[src/rtl/n4_input_loader.sv]
// Frame loader for the LeNet system top: takes a 28x28 8-bit pixel stream, zero-pads it
// to 32x32 in raster order, writes it as 16-bit words into the C1 source buffer, then drops we.
module n4_input_loader #(
    parameter int IMG_W     = 28,
    parameter int PAD       = 2,
    parameter int PIX_SHIFT = 0
) (
    input  logic        clk,
    input  logic        rst_n,
    input  logic        start,
    input  logic        s_valid,
    output logic        s_ready,
    input  logic [7:0]  s_data,
    input  logic        s_last,
    output logic        sys_en,
    output logic        sys_we,
    output logic [31:0] sys_wr_addr,
    output logic [15:0] sys_din,
    output logic        busy,
    output logic        done,
    output logic        frame_err
);

    localparam int BUF_W = IMG_W + 2 * PAD;
    localparam int CW    = $clog2(BUF_W);
    localparam int NPIX  = IMG_W * IMG_W;
    localparam int PW    = $clog2(NPIX + 1);

    localparam logic [CW-1:0] POS_LO   = CW'(PAD);
    localparam logic [CW-1:0] POS_HI   = CW'(PAD + IMG_W);
    localparam logic [CW-1:0] POS_MAX  = CW'(BUF_W - 1);
    localparam logic [PW-1:0] LAST_PIX = PW'(NPIX - 1);

    typedef enum logic [2:0] {
        IDLE,
        ARM,
        FILL,
        TAIL,
        DONE
    } state_t;

    state_t          state_reg;
    logic [CW-1:0]   row_reg;
    logic [CW-1:0]   col_reg;
    logic [PW-1:0]   pix_reg;
    logic            trunc_reg;

    logic            in_image;
    logic            step;
    logic            last_pix;
    logic [31:0]     addr_next;
    logic [15:0]     pix_shifted;

    assign in_image    = (row_reg >= POS_LO) && (row_reg < POS_HI) &&
                         (col_reg >= POS_LO) && (col_reg < POS_HI);
    // After an early s_last the rest of the image area is treated like padding.
    assign s_ready     = (state_reg == FILL) && in_image && !trunc_reg;
    assign step        = (state_reg == FILL) && (!s_ready || s_valid);
    assign last_pix    = (pix_reg == LAST_PIX);
    assign addr_next   = 32'(row_reg) * 32'(BUF_W) + 32'(col_reg);
    assign pix_shifted = {8'h00, s_data} << PIX_SHIFT;

    always_ff @(posedge clk) begin
        if (!rst_n) begin
            state_reg   <= IDLE;
            row_reg     <= '0;
            col_reg     <= '0;
            pix_reg     <= '0;
            trunc_reg   <= 1'b0;
            sys_en      <= 1'b0;
            sys_we      <= 1'b0;
            sys_wr_addr <= '0;
            sys_din     <= '0;
            busy        <= 1'b0;
            done        <= 1'b0;
            frame_err   <= 1'b0;
        end else begin
            done <= 1'b0;
            unique case (state_reg)
                IDLE: begin
                    if (start) begin
                        state_reg <= ARM;
                        busy      <= 1'b1;
                    end
                end
                ARM: begin
                    sys_en    <= 1'b1;
                    sys_we    <= 1'b0;
                    frame_err <= 1'b0;
                    row_reg   <= '0;
                    col_reg   <= '0;
                    pix_reg   <= '0;
                    trunc_reg <= 1'b0;
                    state_reg <= FILL;
                end
                FILL: begin
                    if (step) begin
                        sys_we      <= 1'b1;
                        sys_wr_addr <= addr_next;
                        if (s_ready) begin
                            sys_din <= pix_shifted;
                            pix_reg <= pix_reg + 1'b1;
                            if (s_last && !last_pix) begin
                                frame_err <= 1'b1;
                                trunc_reg <= 1'b1;
                            end
                            if (!s_last && last_pix) begin
                                frame_err <= 1'b1;
                            end
                        end else begin
                            sys_din <= '0;
                        end
                        if (col_reg == POS_MAX) begin
                            col_reg <= '0;
                            if (row_reg == POS_MAX) begin
                                state_reg <= TAIL;
                            end else begin
                                row_reg <= row_reg + 1'b1;
                            end
                        end else begin
                            col_reg <= col_reg + 1'b1;
                        end
                    end else begin
                        sys_we <= 1'b0;
                    end
                end
                TAIL: begin
                    // Falling edge of we is what launches C1S2 in the top.
                    sys_we    <= 1'b0;
                    done      <= 1'b1;
                    busy      <= 1'b0;
                    state_reg <= DONE;
                end
                DONE: begin
                    sys_we <= 1'b0;
                    if (start) begin
                        state_reg <= ARM;
                        busy      <= 1'b1;
                    end
                end
                default: begin
                    state_reg <= IDLE;
                end
            endcase
        end
    end

endmodule
[config.mk]
export PLATFORM = sky130hd
export DESIGN_NAME = n4_input_loader
export DESIGN_NICKNAME = d
export VERILOG_FILES = /design/src/rtl/n4_input_loader.sv
export SDC_FILE = /design/constraint.sdc
export NUM_CORES = 1
export LEC_CHECK = 0
export CAP_MARGIN = 20
export CELL_PAD_IN_SITES_DETAIL_PLACEMENT = 0
export CELL_PAD_IN_SITES_GLOBAL_PLACEMENT = 1
export CORE_MARGIN = 5
export CORE_UTILIZATION = 46
export DETAILED_ROUTE_END_ITERATION = 8
export DONT_BUFFER_PORTS = 1
export PLACE_DENSITY_LB_ADDON = 0.1
export SLEW_MARGIN = 25
export SYNTH_ARGS = -nofsm -noshare
export SYNTH_HDL_FRONTEND = slang
export SYNTH_SLANG_ARGS = --single-unit
[constraint.sdc]
create_clock -name clk -period 2.5 [get_ports clk]
set_input_delay 0.5 -clock clk [delete_from_list [all_inputs] [get_ports clk]]
set_output_delay 0.5 -clock clk [all_outputs]
set_load 0.1 [all_outputs]
==> reports/qor.yml, run 1 <==
synthesis:
  ys_types: 47
  synth_top_area_cell: "dfxtp_1"
  mappedNetlistArea_mm2: 0.00250
  synthSimpleGateAreaFrac_pct: 28.6
  synth_top_family_by_area: "simple AND/OR/NAND/NOR gates"
  synth_area_per_cell_um2: 8.16
  synth_compound_area_share_pct: 15.9
  yosys.area.top_type_share_pct: 37.6
  ys_seq_area_share_pct: 37.6
  synthMuxAreaShare_pct: 0.800
  synth_cells: 307
  synth_edf_count: 0
  synthAdderAreaFrac_pct: 3.50
  synth_xor_xnor_area_share_pct: 0.700
  synth_area_leaders: "dfxtp_1 (38%), buf_4 (9.0%), nand3_1 (7.4%)"
  synthArstFlopShare_pct: 0
  yosysWarnings: 0
  synth-seq-cells: 47
  ys.flop_type: "dfxtp_1"
critical_path:
  r2r-end: "pix_reg[7]$_SDFFE_PN0P_"
  endpoint_kind: "output port"
  r2r_start: "col_reg[0]$_SDFFE_PN0P_"
  crit_arrival_ns: 1.92
  rrSetupSlack_ns: 0.18
  critPathRequiredTime_ns: 2.00
  crit_fanout: 8
  critPathKind: "flop to output port"
  start_kind: "flop"
  rr_worst_depth: 12
global_route:
  grt_use_met2_pct: 27.3
  grt.busiest_layer: "met2"
  grt_max_degree: 50
  grt_overflow: 0
  gr-usage-all-layers_pct: 16.9
  grt_pass1_vias: 2074
  grt_util_met1_pct: 21.5
  antenna_found_initial: 0
  met3_usage_pct: 4.74
  grt_pass1_wl_um: 9880
routing:
  drc: 0
  wl_per_cell_um: 14.6
  routed-via-count: 2188
  dr.pass1.iters: 4
  ant_nets: 0
  drtIter0Drc: 126
  routed_via_density: 5.43
  routed_wl_um: 5900
pwr:
  vdd_drop_max_v: 0.000307
  power.leakage_uw: 0.00110
  p_per_area_mw_per_mm2: 586
timing:
  period_needed_ns: 2.42
  relSlewSlack_pct: 44.4
  fin_crit_sh_pct: 96.8
  tns_ns: 0
  slew_viol_final: 0
  fin_worst_skew_ns: 0.00711
  hold_violations: 0
  setup_violations: 0
  worstMarginPinSlew_ns: 0.832
  max_freq_mhz: 413
layout:
  diodes: 0
  final_cell_mix: "dfxtp_1 (44), nand3_1 (37), buf_4 (36)"
  syn2layout_area_growth_pct: 12.3
  layout-drive-gt1-share_pct: 17.4
  fin_area_mm2: 0.00281
  post-route-util_pct: 54.0
  final_common_cell: "dfxtp_1"
  layout.nets: 352
clock_tree:
  tritoncts: "done"
  cts-htree-levels: 2
  postCtsHoldBufs: 0
  clk_path_buf_depth: 2
  clock_latency_ns: 0.30
  cts_buffers: 5
  clockRootBuffer: "clkbuf_8"
  clkSinkCount: 47
  clkTransAtPathRegs_ns: 0.09
floorplan:
  initial_core_util_pct: 48.1
  row_count: 26
  top_level_ports: 67
  die_h_um: 83.8
  coreArea_mm2: 0.00520
  die_area_mm2: 0.00702
  die_w_um: 83.8
placement:
  placed_cell_area_mm2: 0.00263
  gp_routability_congestion: 0.844
  port_buffers: 0
  post-dp-hpwl_um: 4060
outcome:
  status: "completed"
worst_hold_path:
  min_to: "row_reg[3]$_SDFFE_PN0P_"
  min_path_cells: 1
  min_from: "rst_n"
  hp-class: "primary input to flop"
job:
  maxCapViolCount: 0
[power by group]
group          internal (µW)  total (µW)  switching (µW)
clock                    298         561             263
combinational           33.2         324             290
sequential               757         764            7.29
[synth_stat cells (all sizes together) (6+ instances only)]
master	count
nor3	9
nand4	11
buf	37
ha	7
o211ai	7
nor2	15
dfxtp	47
o21ai	23
nand3	37
nand2	31
nand2b	6
clkbuf	11
or4	8
[kinds of logic after synthesis]
logic type | Yosys count
flops | 47
other cells | 1
compound gates | 59
fa+ha+maj | 7
simple gates | 136
xor+xnor | 2
buf+inv | 53
mux | 2
[critical path, cell delays in order (launching register included)]
cell	delay, ns
dfxtp_2	0.38
inv_1	0.07
ha_1	0.19
or4_4	0.44
o211ai_1	0.23
buf_4	0.16
nor2_4	0.14
[final cells by class]
class / instances / area, µm²
inverters: 5 / 18.8
clock inverters: 3 / 43.8
clock buffers: 5 / 68.8
multi-input cells: 237 / 1380
repair buffers: 36 / 270
flip-flops and latches: 47 / 945
well taps: 70 / 87.6
fillers: 532 / 2390
[worst max-delay path by stage]
stage	startpoint	to	slack, ns
final	col_reg[0]$_SDFFE_PN0P_	s_ready	0.08
after global routing	col_reg[0]$_SDFFE_PN0P_	s_ready	-0.02
after CTS	col_reg[0]$_SDFFE_PN0P_	s_ready	0.002
after detailed placement	col_reg[0]$_SDFFE_PN0P_	s_ready	0.21
after global placement	col_reg[0]$_SDFFE_PN0P_	s_ready	0.25
after floorplan	col_reg[0]$_SDFFE_PN0P_	s_ready	0.21
[per-layer routing]
metal	vias to the layer above	share of wire [%]
met5	-	0
met4	0	0.97
met3	6	7.7
met2	72	46
met1	998	45
li1	1112	-
[per-stage QoR]
step | worst slack [ns] | total power, µW | instances | hold WS, ns
floorplan | 0.206 | 1120 | 336 | 0.459
global placement | 0.255 | 1100 | 387 | 0.445
detailed placement | 0.207 | 1100 | 387 | 0.448
CTS | 0.00244 | 1670 | 402 | 0.307
global route | -0.0151 | 1720 | 403 | 0.307
finish | 0.0794 | 1650 | 403 | 0.321
[timing repair]
| action | CTS | global route |
|---|---|---|
| gates resized for setup | 1 | 4 |
| pin swaps | 2 | 2 |
| cloned | 1 | 0 |
| buffers inserted | 6 | 1 |
| endpoints found under the setup margin | 1 | 9 |
(Power assumes the default switching activity.)
==> inputs of run 2 (changes only) <==
--- a/config.mk
+++ b/config.mk
@@ -17,3 +17,4 @@
 export SYNTH_ARGS = -nofsm -noshare
 export SYNTH_HDL_FRONTEND = slang
 export SYNTH_SLANG_ARGS = --single-unit
+export TNS_END_PERCENT = 50
==> results of run 2 <==
Final layout, timing and power as in run 1 (identical DEF).
==> RTL edit 1: new RTL, flow settings as in run 2 <==
Re-encode `state_t` (5 states) as one-hot, 5 bits wide.
--- a/src/rtl/n4_input_loader.sv
+++ b/src/rtl/n4_input_loader.sv
@@ -31,12 +31,12 @@
     localparam logic [CW-1:0] POS_MAX  = CW'(BUF_W - 1);
     localparam logic [PW-1:0] LAST_PIX = PW'(NPIX - 1);
 
-    typedef enum logic [2:0] {
-        IDLE,
-        ARM,
-        FILL,
-        TAIL,
-        DONE
+    typedef enum logic [4:0] {
+        IDLE = 5'b00001,
+        ARM  = 5'b00010,
+        FILL = 5'b00100,
+        TAIL = 5'b01000,
+        DONE = 5'b10000
     } state_t;
 
     state_t          state_reg;
Check against the original RTL: same outputs for any inputs over 10 cycles, from zero or initial values and one cycle with rst_n low; not proved beyond that.
==> RTL edit 1 against run 2 <==
- sequential cell count increased by 2
- final area increased by 4.4%
- power rose by 5.5%
- combinational power rose by 38%
- die area increased by 0.74%
- setup slack got worse by 10 ps
- wire length down 5.9%
- register-to-register slack better by 90 ps
- count of clock-buffer cells in the layout up 1
- sequential power up 7.6%
- synthesized area up 0.85%
- highest routed layer unchanged
==> RTL edit 1: results (changes against run 2) <==
outcome:
  status: "complete, no violations"
yosys:
  synthCells: 284  # -7.5%
  synth_seq_area_share: 0.389  # +0.0127
  synth_top_cells_by_area: "dfxtp_1 39%, buf_4 9.2%, mux2i_1 4.8%, nor2_1 4.5%, ha_1 3.5%"
  ys_warn_count: 0  # unchanged
  yosys-top-cells-count: "49 x dfxtp_1, 31 x buf_4, 30 x nor2_1"
  synth_cell_type_count: 48  # +2.1%
  ys_dominant_reg_cell: "dfxtp_1"
clock_tree:
  path_clk_slew_ps: 90  # about the same
  cts_root_buf: "clkbuf_8"
  h-tree-depth: 2  # unchanged
  cts_buffers: 5  # unchanged
place:
  dp_slack_ps: 173  # -34.3 ps
  dp.cells: 384  # -0.78%
  dpl_cell_area_um2: 2780  # +5.7%
  dpl.hpwl_um: 4020  # -0.90%
  gp_congestion: 0.878  # +4.0%
route:
  drt_iter0_markers: 92  # -27%
  via_per_inst: 5.17  # -4.7%
  wl_um: 5550  # -5.9%
  first_pass_iters: 4  # unchanged
  dr_wl_met3_um: 268  # -41%
  met2_length_um: 2570  # -5.7%
  wl_met1_um: 2650  # -0.34%
grt:
  grt_util_met1: 0.206  # -0.00917
  met3_usage: 0.0415  # -0.00592
  grt_pass1_wl_um: 9330  # -5.6%
  antenna_found_initial: 0  # unchanged
  grt_max_degree: 31  # -38%
  grt_use_met2: 0.265  # -0.00717
  grt_pass1_vias: 1912  # -7.8%
  grtUsageTotal: 0.159  # -0.0101
setup_path:
  startpoint: "row_reg[0]$_SDFFE_PN0P_"
  worstPathMaxFanout: 5  # -3
  timing.rr.end: "row_reg[3]$_SDFFE_PN0P_"
  ff2ff_path_depth: 6  # -6
  arrival_ps: 1930
  endpoint: "s_ready"
  reg2reg_from: "state_reg[3]$_SDFFE_PN0P_"
  rrSetupSlack_ps: 270  # +90 ps
layout:
  fillerInstances: 535  # +0.56%
  drive_gt1_frac: 0.212  # +0.0381
  fin_nets: 344  # -2.3%
  instances_no_fill: 397  # -1.5%
power:
  cellInternalPower_mw: 1.09  # +0.44%
  max-vdd-ir-drop_mv: 0.336  # +9.4%
  p_leak_nw: 1.24  # +13%
  power.clock.fraction: 0.271  # -0.069
  pwr-share-seq: 0.472  # +0.009
timing:
  hold_ws_ps: 314  # -6.62 ps
  slew_headroom: 0.314  # -0.130
  setup_slack_ps: 69.3  # -10.0 ps
  clock_skew_ps: 2.52  # -4.59 ps
min_path:
  holdCritPathClass: "input port to flip-flop"
  worstHoldEndpoint: "done$_SDFF_PN0_"
RTL edit 1: cell count changes in the layout (fill, tap and decap cells not counted), sizes merged, moves of 5 or more:
| cell | run 2 | this run |
|---|---|---|
| a21oi | 5 | 17 |
| a22oi | 2 | 8 |
| buf | 36 | 44 |
| inv | 5 | 12 |
| mux2i | 2 | 12 |
| nand2 | 31 | 10 |
| nand2b | 6 | 1 |
| nand3 | 37 | 9 |
| nand4 | 11 | 6 |
| nor2 | 16 | 31 |
| o21ai | 23 | 16 |
RTL edit 1: layout make-up:
class,instances,share of cell area
Tap cell,72,0.0307
Multi-Input combinational cell,213,0.470
Clock buffer,6,0.0247
Sequential cell,49,0.337
Clock inverter,2,0.00469
Inverter,11,0.0141
Timing Repair Buffer,44,0.119
RTL edit 1: logic make-up after synthesis:
logic type                 after synthesis  share of synthesized area
AOI/OAI and AO/OA                       61                      0.158
adders and majority gates                7                     0.0347
and+or+nand+nor                         97                      0.226
xor gates and xnor gates                 6                     0.0208
muxes                                   12                     0.0476
other                                    1                    0.00149
DFF                                     49                      0.389
buffers and inverters                   51                      0.123
RTL edit 1: worst max-delay path: stages (launching register included):
cell and delay [ps]:
dfxtp_4 360, inv_1 50, ha_1 190, or4_4 460, o211ai_4 190, buf_6 150
nor3_4 40, buf_12 170
RTL edit 1: what timing repair did:
item / 4_1_cts / 5_1_grt
hold buffers: 0 / 0
endpoints found under the setup margin: 1 / 1
resized for setup: 5 / 5
setup buffers: 2 / 3
pin swaps: 2 / 2
RTL edit 1: per-stage QoR:
stage               utilization  power, mW
floorplan                     -       1.25
global placement          0.512       1.27
detailed placement        0.514       1.28
CTS                       0.536       1.76
global route              0.543       1.83
finish                    0.543       1.74
==> RTL edit 2: new RTL, settings of run 2 <==
Made on the original files. Set the parameter `PAD` to 4 (it was 2).
--- a/src/rtl/n4_input_loader.sv
+++ b/src/rtl/n4_input_loader.sv
@@ -2,7 +2,7 @@
 // to 32x32 in raster order, writes it as 16-bit words into the C1 source buffer, then drops we.
 module n4_input_loader #(
     parameter int IMG_W     = 28,
-    parameter int PAD       = 2,
+    parameter int PAD       = 4,
     parameter int PIX_SHIFT = 0
 ) (
     input  logic        clk,
Function: same outputs for any inputs over 10 cycles, from zero or initial values and one cycle with rst_n low; that may be too few to reach the edited logic, so the function may still have changed.
==> RTL edit 2 against run 2 <==
- core utilization shrank 1.4 points
- synthesized cell count is 12% higher
- first-iteration DRC count is 16% lower
- final area up 17%
- setup slack improved by 81 ps
- combinational power up 34%
- sequential share of layout area shrank 2.1 points
- synthesized area is 17% higher
- power increased by 17%
- wire length up 12%
- critical endpoint is now sys_wr_addr[10]$_SDFFE_PN0P_
- clock skew increased by 2.2 ps
- sequential cell count is 5 higher
- die area is 15% higher
==> RTL edit 2: results (changes against run 2) <==
layout:
  multi_input_area_share: 0.502  # +0.0115
  nonClockInverterCount: 16  # +11
  fin_nets: 408  # +16%
  clkbuf_count: 6  # +1
  comb.multi_input.count: 261  # +10%
  drive_gt1_frac: 0.153  # -0.0211
  clk_share: 0.0367  # -0.00331
  layout.nonclk_buf_frac: 0.0992  # +0.00312
  fillerInstances: 650  # +22%
yosys:
  yosys-top-cells-count: "52 x dfxtp_1, 45 x nor2_1, 27 x buf_4"
timing:
  clock_skew_ps: 9.31  # +2.20 ps
  tightest_slew_ps: 610  # -222 ps
place:
  gp_congestion: 0.800  # -5.3%
  dpl_cell_area_um2: 3180  # +21%
  dpl.hpwl_um: 5010  # +24%
setup_path:
  crit_family: "adder cells"
  worstPathMaxFanout: 2  # -6
  startpoint: "row_reg[1]$_SDFFE_PN0P_"
  arrival_ps: 2560  # +640 ps
  crit_path_max_incr_delay_ps: 540  # +100 ps
clock_tree:
  clock-sinks: 52  # +11%
  cts_resized: 0  # -1
  post_cts_buffers: 0  # -6
grt:
  grtUsageTotal: 0.168  # -0.00101
  grt_pass1_wl_um: 11400  # +15%
  grt_max_degree: 24  # -52%
  grt_pass1_vias: 2278  # +9.8%
power:
  max-vdd-ir-drop_mv: 0.276  # -10%
  p_leak_nw: 1.36  # +24%
floorplanning:
  placement_rows: 29  # +12%
outcome:
  status: "complete, no violations"
route:
  drt_iter0_markers: 106  # -16%
  via_per_inst: 5.23  # -3.7%
-- RTL edit 2: metal layers --
| layer | part of all wire | vias to the layer above | GRT usage |
|---|---|---|---|
| met5 | 0 | - | 0 |
| met4 | 0.0082 | 0 | 0.0416 |
| met3 | 0.053 | 4 | 0.0376 |
| met2 | 0.45 | 54 | 0.262 |
| met1 | 0.48 | 1110 | 0.235 |
| li1 | - | 1215 | - |
-- RTL edit 2: worst reg2reg max path: stages (launching register included) --
cell,delay [ps]
dfxtp_1,330
ha_1,290
ha_1,220
fa_1,540
nand2_1,80
nor2_1,130
a21boi_0,110
or3_1,310
a311oi_1,240
-- RTL edit 2: per-stage QoR --
step                      instances  worst slack, ps  total power, mW  utilization
final                           456              160             1.93        0.526
after global routing            456             10.7             2.01        0.526
after CTS                       456              166             1.94        0.526
after detailed placement        448              190             1.32        0.507
after global placement          448              232             1.32        0.507
after floorplan                 371              234             1.29            -
-- RTL edit 2: kinds of logic after synthesis --
logic type      after synthesis  synth area share
buf+inv                      58             0.115
compound gates               74             0.177
xor+xnor                     22            0.0659
simple gates                121             0.207
flops                        52             0.356
other cells                   1           0.00128
fa+ha+maj                    17            0.0778
-- RTL edit 2: worst paths after layout --
kind | end | cells after the start | slack [ps]
worst min-delay path | state_reg[1]$_SDFFE_PN0P_ | 1 | 320
worst min register to register | sys_we$_SDFFE_PN0P_ | 2 | 480
worst max register to register | sys_wr_addr[10]$_SDFFE_PN0P_ | 8 | 160
worst max-delay path | sys_wr_addr[10]$_SDFFE_PN0P_ | 8 | 160
-- RTL edit 2: report_power, final --
group          internal [mW]  total [mW]  leakage (nW)  switching [mW]
Clock                  0.328       0.625        0.0614           0.297
Combinational         0.0710       0.434         0.877           0.364
Sequential             0.848       0.867         0.420          0.0186
Total                   1.25        1.93          1.36           0.679
